`config.mk`:
```
export PLATFORM = sky130hd
export DESIGN_NAME = sram_arbiter
export DESIGN_NICKNAME = d
export VERILOG_FILES = /design/src/rtl/sram_arbiter.sv
export SDC_FILE = /design/constraint.sdc
export NUM_CORES = 1
export LEC_CHECK = 0
export CORE_ASPECT_RATIO = 1.5
export CORE_UTILIZATION = 40
export CTS_CLUSTER_SIZE = 12
export DETAILED_ROUTE_END_ITERATION = 7
export GPL_TIMING_DRIVEN = 0
export PLACE_DENSITY = 0.87
export SYNTH_ARGS = -nofsm -noshare
export SYNTH_HDL_FRONTEND = slang
export SYNTH_SLANG_ARGS = --single-unit
export TNS_END_PERCENT = 50
```
`constraint.sdc`:
```
create_clock -name Clk -period 2.2 [get_ports Clk]
set_input_delay 0.33 -clock Clk [delete_from_list [all_inputs] [get_ports Clk]]
set_output_delay 0.33 -clock Clk [all_outputs]
set_load 0.05 [all_outputs]
```
`src/rtl/sram_arbiter.sv`:
```
// Two-port arbiter in front of an asynchronous 16-bit SRAM; every access runs IDLE->ACC1->ACC2->DONE.
// Define SRAM_ARB_RR_EN for round-robin tie-breaking; otherwise port 0 has fixed priority.
module sram_arbiter (
  input  logic        Clk,
  input  logic        Reset,
  input  logic        Req0,
  input  logic        Req1,
  input  logic        WE0,
  input  logic        WE1,
  input  logic [19:0] ADDR0,
  input  logic [19:0] ADDR1,
  input  logic [15:0] WDATA0,
  input  logic [15:0] WDATA1,
  output logic        Done0,
  output logic        Done1,
  output logic [15:0] RDATA,
  output logic        Busy,
  output logic [19:0] ADDR,
  output logic [15:0] Data_to_SRAM,
  input  logic [15:0] Data_from_SRAM,
  output logic        Drive_EN,
  output logic        Mem_CE,
  output logic        Mem_UB,
  output logic        Mem_LB,
  output logic        Mem_OE,
  output logic        Mem_WE
);

  localparam logic [1:0] IDLE = 2'b00;
  localparam logic [1:0] ACC1 = 2'b01;
  localparam logic [1:0] ACC2 = 2'b10;
  localparam logic [1:0] DONE = 2'b11;

  logic [1:0]  state_reg;
  logic [1:0]  state_next;
  logic [19:0] addr_reg;
  logic [15:0] wdata_reg;
  logic        we_reg;
  logic        id_reg;
  logic [15:0] rdata_reg;

  logic        any_req;
  logic        grant;
  logic        grant_id;
  logic [19:0] sel_addr;
  logic [15:0] sel_wdata;
  logic        sel_we;
  logic        in_access;

  assign any_req = Req0 | Req1;
  assign grant   = (state_reg == IDLE) && any_req;

`ifdef SRAM_ARB_RR_EN
  // Remembers the last granted port; the other port wins the next tie.
  logic last_reg;

  always_comb begin
    grant_id = Req1;
    if (Req0 && Req1) begin
      grant_id = ~last_reg;
    end
  end

  always_ff @(posedge Clk) begin
    if (Reset) begin
      last_reg <= 1'b0;
    end else if (grant) begin
      last_reg <= grant_id;
    end
  end
`else
  always_comb begin
    grant_id = ~Req0;
  end
`endif

  always_comb begin
    sel_addr  = ADDR0;
    sel_wdata = WDATA0;
    sel_we    = WE0;
    if (grant_id) begin
      sel_addr  = ADDR1;
      sel_wdata = WDATA1;
      sel_we    = WE1;
    end
  end

  always_comb begin
    state_next = state_reg;
    case (state_reg)
      IDLE:    if (any_req) state_next = ACC1;
      ACC1:    state_next = ACC2;
      ACC2:    state_next = DONE;
      DONE:    state_next = IDLE;
      default: state_next = IDLE;
    endcase
  end

  always_ff @(posedge Clk) begin
    if (Reset) begin
      state_reg <= IDLE;
    end else begin
      state_reg <= state_next;
    end
  end

  // The SRAM side only ever sees these copies, so port inputs may churn mid-access.
  always_ff @(posedge Clk) begin
    if (Reset) begin
      addr_reg  <= 20'h00000;
      wdata_reg <= 16'h0000;
      we_reg    <= 1'b0;
      id_reg    <= 1'b0;
    end else if (grant) begin
      addr_reg  <= sel_addr;
      wdata_reg <= sel_wdata;
      we_reg    <= sel_we;
      id_reg    <= grant_id;
    end
  end

  always_ff @(posedge Clk) begin
    if (Reset) begin
      rdata_reg <= 16'h0000;
    end else if ((state_reg == ACC2) && !we_reg) begin
      rdata_reg <= Data_from_SRAM;
    end
  end

  assign in_access = (state_reg == ACC1) || (state_reg == ACC2);

  // OE and WE are decoded from the same latched op bit, so they cannot overlap.
  assign Mem_OE       = ~(in_access && !we_reg);
  assign Mem_WE       = ~(in_access && we_reg);
  assign Drive_EN     = in_access && we_reg;
  assign Mem_CE       = 1'b0;
  assign Mem_UB       = 1'b0;
  assign Mem_LB       = 1'b0;

  assign ADDR         = addr_reg;
  assign Data_to_SRAM = wdata_reg;
  assign RDATA        = rdata_reg;
  assign Busy         = (state_reg != IDLE);
  assign Done0        = (state_reg == DONE) && !id_reg;
  assign Done1        = (state_reg == DONE) && id_reg;

endmodule
```
==> results.md <==
- Outcome: finished, final reports clean
- Die Y: 99.6 um
- Fin nets: 480
- Core Box Area: 6130 um2
- GRT Util Overall: 0.212
- Crit path launch: state_reg[0]$_SDFFE_PP0P_
- Die W: 67.1 um
- Initial core utilization: 0.414
- Hold Crit Start: Req0
- Worst Max-Slew Pin Slew: 0.562 ns
- Worst Path Required: 1.87 ns
- Syn Inst Count: 224
- TritonCTS clock tree: yes
- Syn. warnings: 0
- Final Hold Fails: 0
- Ys flop type: dfxtp_1
- Setup crit start kind: flip-flop
- Final period utilization: 0.935
- Layout fillers: 461
- Clk pwr share: 0.156
- Cell Int Power: 2.58 mW
- GPL Wtd Cong: 0.696
- Seq cells post-synth: 56
- Post-synthesis sequential area ratio: 0.441
- Top post-synthesis cells by area: dfxtp_1 44%, o2bb2ai_2 18%, mux2i_1 15%
- CTS root buf: clkbuf_8
- Psw: 2.04 mW
- DP Wirelength: 5270 um
- H-tree depth: 2
- # diodes: 0
- Largest net degree at the start of global routing: 17
- DRC viols: 0
- GRT overflow: 0
- Clock Latency Late Sink: 0.30 ns
- Setup TNS: 0 ns
- Row cnt: 35
- Initial DRT Pass Iterations: 4
- Setup violators final: 0
- Layout area overhead: 68.0%
- Cell taking the most area after synthesis: dfxtp_1
- CP max stage cell: dlygate4sd2_1
- Relative slew slack: 0.624
- Initial antenna violation count: 0
- Crit path buf inv count: 2
- Number of synthesized flops with an enable pin: 0
- Avg Cell Area, Syn: 11.3 um2
- Power per standard cell area: 1080 nW/um2
- Crit path cell chain: inv_1 > ha_1 > nand2_1 > dlygate4sd2_1
- Hold Path Class: in -> reg
- CTS clk-pin slew, worst paths: 0.10 ns
- CTS max path bufs: 2
- Arrival time worst endpoint: 1.73 ns
- Seq pwr share: 0.311
- Peak supply drop: 0.577 mV
- Worst slack, placed: 0.191 ns
- Global-route wire length before repair: 10,700 um
- FMAX: 0.486 GHz
- Max reg flops: 20
- Slew Limit Fails: 0
- Slack of the critical path: 0.144 ns
- Vias in the first global route: 2,316
- Crit-path max cell delay: 0.56 ns
- Die Area: 6680 um2
- Utilization after layout: 0.696
- Switch share: 0.442
- Yosys cell types: 26
- Vias: 2,237
- Vias/cell: 4.88
- Synthesized cell area: 2540 um2
- Worst r2r src: state_reg[0]$_SDFFE_PP0P_
- Clock sink count: 56
- Period minus WS final: 2.06 ns
- Final instance area: 4270 um2
- Ys async rst share: 0
- Share of the synthesized area in the top cell type: 0.441
- Port buffer count: 150
- Final Skew: 0.00492 ns
- DR WL/cell: 14.9 um
- Comb power frac: 0.533
- Crit-path leading delay family: buffers and inverters
- Ratio of cells with drive above 1 in the final layout: 0.159
- Drt total wl: 6810 um
- 1st-iter DRT viols: 22
- Remaining antenna violation count: 0
- Leak Pwr: 1.71 nW
- CP Class: reg -> out
- Unrepaired setup endpoints after global routing: false
- Hold_buf cts: 0
- # IOs: 155
- CP Capture Type: output pin
- Most common cell after layout, fill and taps aside: clkdlybuf4s50_1
- Number of max-cap violations: 0
- Crit-path max FO: 3
- Most frequent cells in the layout: 144 x clkdlybuf4s50_1, 56 x dfxtp_1, 37 x mux2i_1
- CTS buffer count: 5
- Dpl cell area: 4140 um2
## final timing paths
kind,endpoint,slack [ns],depth (start not counted)
setup / recovery,Mem_WE,0.14,4
hold / removal,state_reg[1]$_SDFFE_PP0P_,0.39,3
setup reg to reg,RDATA[9]$_SDFFE_PP0P_,0.65,7
hold reg to reg,RDATA[15]$_SDFFE_PP0P_,0.46,2
## repair_timing
item	CTS	global route
setup endpoints to repair	4	2
setup buffers	0	0
resized for setup	4	2
## cells by family (layout without fill, tap and decap cells)
logic type,count (synthesis),in the layout,share of synthesized area
fa+ha+maj,3,3,0.0148
simple gates,43,43,0.0788
buf+inv,25,183,0.0660
other cells,1,3,0.00148
compound gates,59,59,0.252
flops,56,56,0.441
mux,37,37,0.146
## power groups by stage
stage / registers (mW) / logic (mW) / clock network [mW]
after floorplan: 2.21 / 0.887 / 0
after global placement: 1.44 / 2.46 / 0
after detailed placement: 1.45 / 2.50 / 0
after CTS: 1.44 / 2.48 / 0.750
after global routing: 1.46 / 2.60 / 0.787
final: 1.44 / 2.46 / 0.723
## worst reg2reg max path: cells and delay by family, from the launching register on
family,cells,cell delay [ns]
adder cells (fa/ha/maj),1,0.19
AO/OA/AOI/OAI,1,0.14
buffers and inverters,3,0.59
AND/OR/NAND/NOR,2,0.23
flip-flops,1,0.34
## final cells by class
type	count	area, um2	share of cell area
Timing Repair Buffer	150	1500	0.352
Multi-Input combinational cell	145	1260	0.295
Sequential cell	56	1120	0.263
Buffer	21	153	0.0358
Clock buffer	7	96.3	0.0226
Tap cell	74	92.6	0.0217
Clock inverter	1	30.0	0.00704
Inverter	4	15.0	0.00352
## metrics by stage
step | cells | hold WS [ns] | total power, mW
floorplan | 226 | 0.466 | 3.10
global placement | 450 | 0.442 | 3.90
detailed placement | 450 | 0.448 | 3.95
CTS | 458 | 0.387 | 4.67
global route | 458 | 0.392 | 4.85
finish | 458 | 0.393 | 4.62
## routing by layer
metal / global-route usage / up-vias / wire [um] / part of all wire
li1: - / 1111 / - / -
met1: 0.215 / 1014 / 2490 / 0.37
met2: 0.388 / 101 / 3700 / 0.54
met3: 0.0654 / 11 / 502 / 0.074
met4: 0.0818 / 0 / 121 / 0.018
met5: 0 / - / 0 / 0
## synthesized netlist by cell type, types with 2 or more instances
cell type	n
a211oi_1	2
a21oi_1	18
buf_2	7
buf_4	5
buf_6	6
clkbuf_1	2
dfxtp_1	56
ha_1	3
inv_1	3
mux2i_1	37
nand2_1	33
nand2b_1	2
nor2b_1	2
o2bb2ai_1	7
o2bb2ai_2	30
No activity file was read; power rests on OpenSTA's default activity.
